--- src/rtl/generador_pulsos.sv ---
// Pulse-train transmitter: on start emits N=valor single-cycle pulses spaced by GAP idle cycles,
// then a one-cycle fin. Optional abort input enabled by defining GENPULSOS_ABORTAR_EN.
module generador_pulsos #(
    parameter int unsigned GAP = 1
) (
    input  logic       clk,
    input  logic       reset_n,
    input  logic       start,
    input  logic [2:0] valor,
`ifdef GENPULSOS_ABORTAR_EN
    input  logic       abortar,
`endif
    output logic       pulso,
    output logic [3:0] cuenta,
    output logic       ocupado,
    output logic       fin
);

    typedef enum logic [1:0] {StReposo, StPulso, StEspera, StFin} estado_t;

    // Gap counter counts down from GAP-1 to 0, so ESPERA lasts exactly GAP cycles.
    localparam bit         HayGap   = (GAP != 0);
    localparam logic [3:0] GapCarga = HayGap ? 4'(GAP - 1) : 4'd0;

    estado_t    estado_q;
    logic [2:0] n_q;
    logic [3:0] gap_q;
    logic [3:0] cuenta_q;
    logic       pulso_q;
    logic       ocupado_q;
    logic       fin_q;
    logic       abortar_int;
    logic       ultimo;

`ifdef GENPULSOS_ABORTAR_EN
    assign abortar_int = abortar;
`else
    assign abortar_int = 1'b0;
`endif

    assign ultimo = (cuenta_q == {1'b0, n_q});

    always_ff @(posedge clk or negedge reset_n) begin
        if (!reset_n) begin
            estado_q  <= StReposo;
            n_q       <= 3'd0;
            gap_q     <= 4'd0;
            cuenta_q  <= 4'd0;
            pulso_q   <= 1'b0;
            ocupado_q <= 1'b0;
            fin_q     <= 1'b0;
        end else begin
            pulso_q <= 1'b0;
            fin_q   <= 1'b0;
            case (estado_q)
                StReposo: begin
                    if (start) begin
                        n_q       <= valor;
                        ocupado_q <= 1'b1;
                        if (valor != 3'd0) begin
                            estado_q <= StPulso;
                            pulso_q  <= 1'b1;
                            cuenta_q <= 4'd1;
                        end else begin
                            estado_q <= StFin;
                            fin_q    <= 1'b1;
                            cuenta_q <= 4'd0;
                        end
                    end
                end
                StPulso: begin
                    if (abortar_int || ultimo) begin
                        estado_q <= StFin;
                        fin_q    <= 1'b1;
                    end else if (HayGap) begin
                        estado_q <= StEspera;
                        gap_q    <= GapCarga;
                    end else begin
                        pulso_q  <= 1'b1;
                        cuenta_q <= cuenta_q + 4'd1;
                    end
                end
                StEspera: begin
                    if (abortar_int) begin
                        estado_q <= StFin;
                        fin_q    <= 1'b1;
                    end else if (gap_q == 4'd0) begin
                        estado_q <= StPulso;
                        pulso_q  <= 1'b1;
                        cuenta_q <= cuenta_q + 4'd1;
                    end else begin
                        gap_q <= gap_q - 4'd1;
                    end
                end
                StFin: begin
                    estado_q  <= StReposo;
                    ocupado_q <= 1'b0;
                end
                default: begin
                    estado_q  <= StReposo;
                    ocupado_q <= 1'b0;
                end
            endcase
        end
    end

    assign pulso   = pulso_q;
    assign cuenta  = cuenta_q;
    assign ocupado = ocupado_q;
    assign fin     = fin_q;

endmodule
--- config.mk ---
export PLATFORM = sky130hd
export DESIGN_NAME = generador_pulsos
export DESIGN_NICKNAME = d
export VERILOG_FILES = /design/src/rtl/generador_pulsos.sv
export SDC_FILE = /design/constraint.sdc
export NUM_CORES = 1
export LEC_CHECK = 0
export ABC_CLOCK_PERIOD_IN_PS = 1900
export BUFFER_PORTS_ARGS = -buffer_cell sky130_fd_sc_hd__buf_2
export CAP_MARGIN = 20
export CORE_ASPECT_RATIO = 1.1
export CORE_MARGIN = 3
export CORE_UTILIZATION = 49
export DETAILED_ROUTE_END_ITERATION = 10
export GPL_ROUTABILITY_DRIVEN = 0
export PLACE_DENSITY = 0.73
export SLEW_MARGIN = 5
export SYNTH_ARGS = -nofsm -noshare
export SYNTH_HDL_FRONTEND = slang
export SYNTH_SLANG_ARGS = --single-unit
--- constraint.sdc ---
create_clock -name clk -period 1.9 [get_ports clk]
set_clock_uncertainty 0.15 [all_clocks]
set_input_delay 0.095 -clock clk [delete_from_list [all_inputs] [get_ports clk]]
set_output_delay 0.095 -clock clk [all_outputs]
set_load 0.005 [all_outputs]
## After elaboration in Yosys (flattened, before gate mapping)

Index checks and enable logic that the tools add are counted.

| storage, ports and cells | value |
|---|---|
| word-level logic and storage cells | 50 |
| bits in registers | 16 |
| input bits | 6 |
| output and inout bits | 7 |

| operators by class | value |
|---|---|
| reduce and logical (&&, ||, !) cells | 11 |
| equality and inequality tests | 8 |
| muxes and demuxes | 22 |
| $add $sub $neg | 2 |

Operator list:

| operator | number |
|---|---|
| $mux 4 | 4 |
| $pmux 4 s2 | 2 |
| $mux 1 | 9 |
| $ne 2x2->1 const B | 4 |
| $pmux 2 s4 | 1 |
| $mux 2 | 3 |
| $pmux 1 s2 | 3 |
| $reduce_and 2->1 | 3 |
| $reduce_and 3->1 | 2 |
| $reduce_bool 2->1 | 3 |
| $add 4x1->4 const B | 1 |
| $eq 2x2->1 const B | 2 |
| $eq 4x3->1 | 1 |
| $logic_not 4->1 | 1 |
| $sub 4x1->4 const B | 1 |
| $reduce_bool 3->1 | 1 |
| $eq 2x1->1 const B | 1 |
| $logic_not 2->1 | 1 |

## Depth between registers and ports, before layout

| logic depth | value |
|---|---|
| depth after elaboration | 4 |
| gate-level depth with buffers | 6 |
| mapped depth without buffers | 5 |

## Least setup slack after synthesis

Ideal clock, no wire load.

| path | value |
|---|---|
| path kind | flip-flop to flip-flop |
| start | reg gap_q[0] |
| end | reg cuenta_q[3], in the netlist cuenta[3] |
| data required time | 1.672 ns |
| cell stages (with the launch flop) | 7 |
| period minus slack after synthesis | 1.937 ns |
| library setup time | 0.078 ns |
| arrival | 1.710 ns |
| buffers on the path | 1 |
| slack | -0.037 ns |
| cells stage by stage | dfrtp_1 -> inv_1 -> ha_1 -> or3b_1 -> buf_2 -> or4_1 -> a21boi_1 |

| between the ends | value |
|---|---|
| word-level cells in the longest chain between the ends | 3 |

Ends and longest elaborated chain:

| element | line | source |
|---|---|---|
| from (decl) | 27 | `logic [3:0] gap_q;` |
| from (signal assigned) | 77 | `gap_q <= GapCarga;` |
| from (signal assigned) | 92 | `gap_q <= gap_q - 4'd1;` |
| $logic_not 4->1 | 87 | `end else if (gap_q == 4'd0) begin` |
| $ne 2x2->1 (no line) | n/a |  |
| $reduce_and 3->1 (no line) | n/a |  |
| to (signal assigned) | 80 | `cuenta_q <= cuenta_q + 4'd1;` |
| to (signal assigned) | 90 | `cuenta_q <= cuenta_q + 4'd1;` |
| to (decl) | 28 | `logic [3:0] cuenta_q;` |

No other way between the ends.
A chain may end at the register's enable or synchronous reset.

## Worst setup path after layout

| path | value |
|---|---|
| start | reg gap_q[0] |
| end | reg gap_q[0] |

| between the ends | value |
|---|---|
| word-level cells in the longest chain between the ends | 3 |
| elaborated cells between the ends (all ways) | 6 |
| classes of those cells | add/sub: 1; eq/ne: 1; mux: 2; reduce/logical: 2 |

Ends and longest elaborated chain:

| element | line |
|---|---|
| $sub 4x1->4 / $logic_not 4->1 (equally long branches) | 92, 87 |
| $mux 4 / $ne 2x2->1 (equally long branches) | n/a |
| $pmux 4 s2 / $reduce_and 3->1 (equally long branches) | n/a |

Parallel ways exist; a longest one is shown, timed or not. The select of a mux whose other input is x is not followed.

==> metrics.log <==
[metrics] number of buffer and inverter stages on the critical path: 2
[metrics] library cell used as clock root buffer: clkbuf_4
[metrics] number of flops mapped to enable cells by yosys: 0
[metrics] sum of routed wire length over all layers: 1.93 mm
[metrics] part of the total power dissipated in the clock network: 15.9%
[metrics] count of cells along the worst register-to-register path: 6
[metrics] via count of the first global-routing pass: 695
[metrics] router iterations before antenna repair: 4
[metrics] area of the core: ~0.0016 mm²
[metrics] remaining design rule violation count: 0
[metrics] mapped cell area: between 800 and 900 µm²
[metrics] Max Slew Vio Count: 0
[metrics] filler-free cell count of the finished design: 128
[metrics] number of routed nets with antenna violations: 0
[metrics] largest area contributor in the netlist: dfrtp_1
[metrics] initial antenna violation count: 0
[metrics] CP arrival: 1890 ps
[metrics] power per unit of standard cell area: 1280 mW/mm²
[metrics] peak supply drop: 0.773 mV
[metrics] number of inserted filler cells in the final layout: 117
[metrics] power share of the sequential group: 39.2%
[metrics] unrepaired setup endpoints after global routing: no
[metrics] CP max-delay cell: dfrtp_1
[metrics] DP HPWL: 1.36 mm
[metrics] via count: 775
[metrics] TritonCTS clock tree: done
[metrics] Internal: approximately 0.00090 W
[metrics] Post-Synthesis Net Count: 94
[metrics] total number of nets in the final design: 121
[metrics] H-tree levels: 1
[metrics] number of distinct standard cells referenced by the synthesized netlist: 37
[metrics] routed length per instance: 15.1 µm
[metrics] fin crit share: 96.1%
[metrics] count of maximum capacitance violations: 0
[metrics] capturing element type of the critical path: register
[metrics] Worst Hold Class: primary input to async pin
[metrics] Crit path depth: 6
[metrics] number of buffers created by CTS: 3
[metrics] clock latency reported for the late side of the worst-skew pair: 290 ps
[metrics] top-area cell type share of the netlist area: between 40% and 50%
[metrics] maximum number of pins on one net before global-route repair: 17
[metrics] end point of the critical path: gap_q[0]
[metrics] Clock Sinks: 16
[metrics] Min Hold Slack: 82.6 ps
[metrics] Max stage delay on crit path: 420 ps
[metrics] I/O pin cnt: 13
[metrics] Cell Count Post-Placement: 116
[metrics] Slew Limit Headroom: 66.3%
[metrics] leakage power of the design: about 0.50 nW
[metrics] Worst Setup Start Kind: register
[metrics] commonest cells in the netlist: dfrtp_1, inv_1
[metrics] top cell family by delay on the critical path: flip-flops
[metrics] # diodes: 0
[metrics] row count: 15
[metrics] share of cells above drive strength 1: 33.3%
[metrics] terminus of the critical flop-to-flop path: gap_q[0]
[metrics] final number of hold-violating endpoints: 0
[metrics] most frequently used cell type in the post-synthesis netlist: dfrtp_1
[metrics] Tot GR Track Use: 18.5%
[metrics] sw frac: 37.8%
[metrics] logic gate share of total power: between 40% and 50%
[metrics] fmax: 548 MHz
[metrics] number of buffers between clock root and the deepest sink: 2
[metrics] final number of setup-violating endpoints: 0
[metrics] Layout area overhead: 27.5%
[metrics] share of synthesized registers carrying an async set or reset: 100%
[metrics] CP Cell Sequence: inv_2, ha_4, or3b_4, buf_4, a31o_2, a211oi_2
[metrics] number of instances in the synthesized netlist: 85
[metrics] primary flip-flop cell chosen by synthesis mapping: dfrtp_1
[metrics] horizontal die dimension: 46.6 µm
[metrics] 1st-iter DRT viols: 21
[metrics] wire length of the first global-routing pass: 3.06 mm
[metrics] total global routing overflow: 0
[metrics] final worst-path setup slack: 74.5 ps
[metrics] average vias per placed instance: 6.05
[metrics] top cells by area, synth: dfrtp_1, mux2_2, ha_1
[metrics] final period demand of the worst path: 1830 ps
[metrics] floorplan die area: 0.00236 mm²
[metrics] setup slack at placement: 38.0 ps
[metrics] path type of the worst setup path: register to register
[metrics] synthesis warning total: 0
[metrics] clock-pin transition on the worst setup and hold timing paths: 100 ps
[metrics] Die H: a little over 50 µm
[metrics] Reg-to-Reg Start: gap_q[0]
[metrics] initial core utilization: a little over half
[metrics] reg-to-reg slack, setup: 70 ps
[metrics] critical path required time: approximately 2000 ps
[metrics] Setup Total Neg Slack: 0 ps
[metrics] Buffers on Ports: 12
[metrics] FF+latch count, synth: 16
[metrics] Crit. Startpoint: gap_q[0]
[metrics] run status: finished clean
[metrics] switching power summed over all nets: 0.000546 W
[metrics] post-synthesis sequential area ratio: 45.1%
[metrics] largest fanout on the critical path: 4
[metrics] Avg Cell Area, Syn: about 10 µm²
[metrics] worst slew pin tran: 502 ps
-- final cells by class --
type,count,area [µm²],area share (%)
timing repair buffer,26,178,15.7
tap,17,21.3,1.88
inverter,5,18.8,1.66
clock buffer,4,36.3,3.20
sequential,16,400,35.4
multi-input combinational,60,478,42.2
-- cells in the final DEF, fill, tap and decap left out, drive strengths merged, types with 2 or more instances in the layout --
cell | netlist | final
inv | 5 | 5
dfrtp | 16 | 16
clkbuf | 3 | 4
a211oi | 2 | 2
nand3 | 4 | 4
nand2b | 4 | 4
nor2b | 2 | 2
or4 | 2 | 2
nand2 | 4 | 4
o211ai | 4 | 4
or3b | 2 | 2
o21ai | 2 | 2
mux2 | 4 | 4
buf | 1 | 21
nand4 | 2 | 2
ha | 3 | 3
xnor2 | 3 | 3
dlygate4sd3 | 0 | 5
a21oi | 2 | 2
nor3b | 3 | 3
-- worst min path at each step --
| stage | from | to | slack (ps) | cells after the start |
|---|---|---|---|---|
| 2_1_floorplan | reset_n | cuenta[0] | -350 | 0 |
| 3_3_place_gp | reset_n | gap_q[2] | -120 | 1 |
| 3_5_place_dp | reset_n | gap_q[2] | -120 | 1 |
| 4_1_cts | reset_n | gap_q[3] | 100 | 2 |
| 5_1_grt | reset_n | pulso | 100 | 2 |
| 6_report | reset_n | cuenta[3] | 80 | 2 |
-- state kept, by name, indices dropped and copies added, names as in the netlist --
signal / flops
fin: 1
cuenta: 4
estado_q: 2
gap_q: 4
pulso: 1
ocupado: 1
n_q: 3
-- power by group through the flow --
stage	clock network (W)	registers [W]	logic [W]
finish	0.000230	0.000566	0.000649
global route	0.000255	0.000586	0.000721
CTS	0.000234	0.000567	0.000638
detailed placement	0	0.000574	0.000628
global placement	0	0.000569	0.000625
floorplan	0	0.000559	0.000436
-- per-layer routing --
metal / share of wire [%] / vias up / track usage, % / wire (µm)
li1: - / 377 / - / -
met1: 42 / 376 / 23.0 / 818
met2: 51 / 20 / 28.0 / 993
met3: 4.5 / 2 / 4.66 / 86
met4: 1.6 / 0 / 10.9 / 31
met5: 0 / - / 0 / 0
-- cells by family (layout without fill, tap and decap cells) --
kind of cell | after synthesis | after routing | share of synthesized area [%]
xor+xnor | 3 | 3 | 2.96
fa+ha+maj | 3 | 3 | 4.23
buf+inv | 9 | 35 | 3.94
flops | 16 | 16 | 45.1
mux | 5 | 5 | 6.20
simple gates | 28 | 28 | 20.0
compound gates | 21 | 21 | 17.6
-- what timing repair did --
action                     CTS  global route
hold endpoints to repair    23             0
resized for setup            0             4
setup buffers                0             3
hold buffers                 5             0
setup endpoints to repair    0             3
-- through the flow --
stage | power [W] | utilization [%] | cell area (µm²)
6_report | 0.00144 | 69.3 | 1130
5_1_grt | 0.00156 | 69.3 | 1130
4_1_cts | 0.00144 | 67.2 | 1100
3_5_place_dp | 0.00120 | 61.9 | 1010
3_3_place_gp | 0.00119 | 61.9 | 1010
2_1_floorplan | 0.000995 | - | 907
Note: power is estimated with default switching activity, not from simulation.
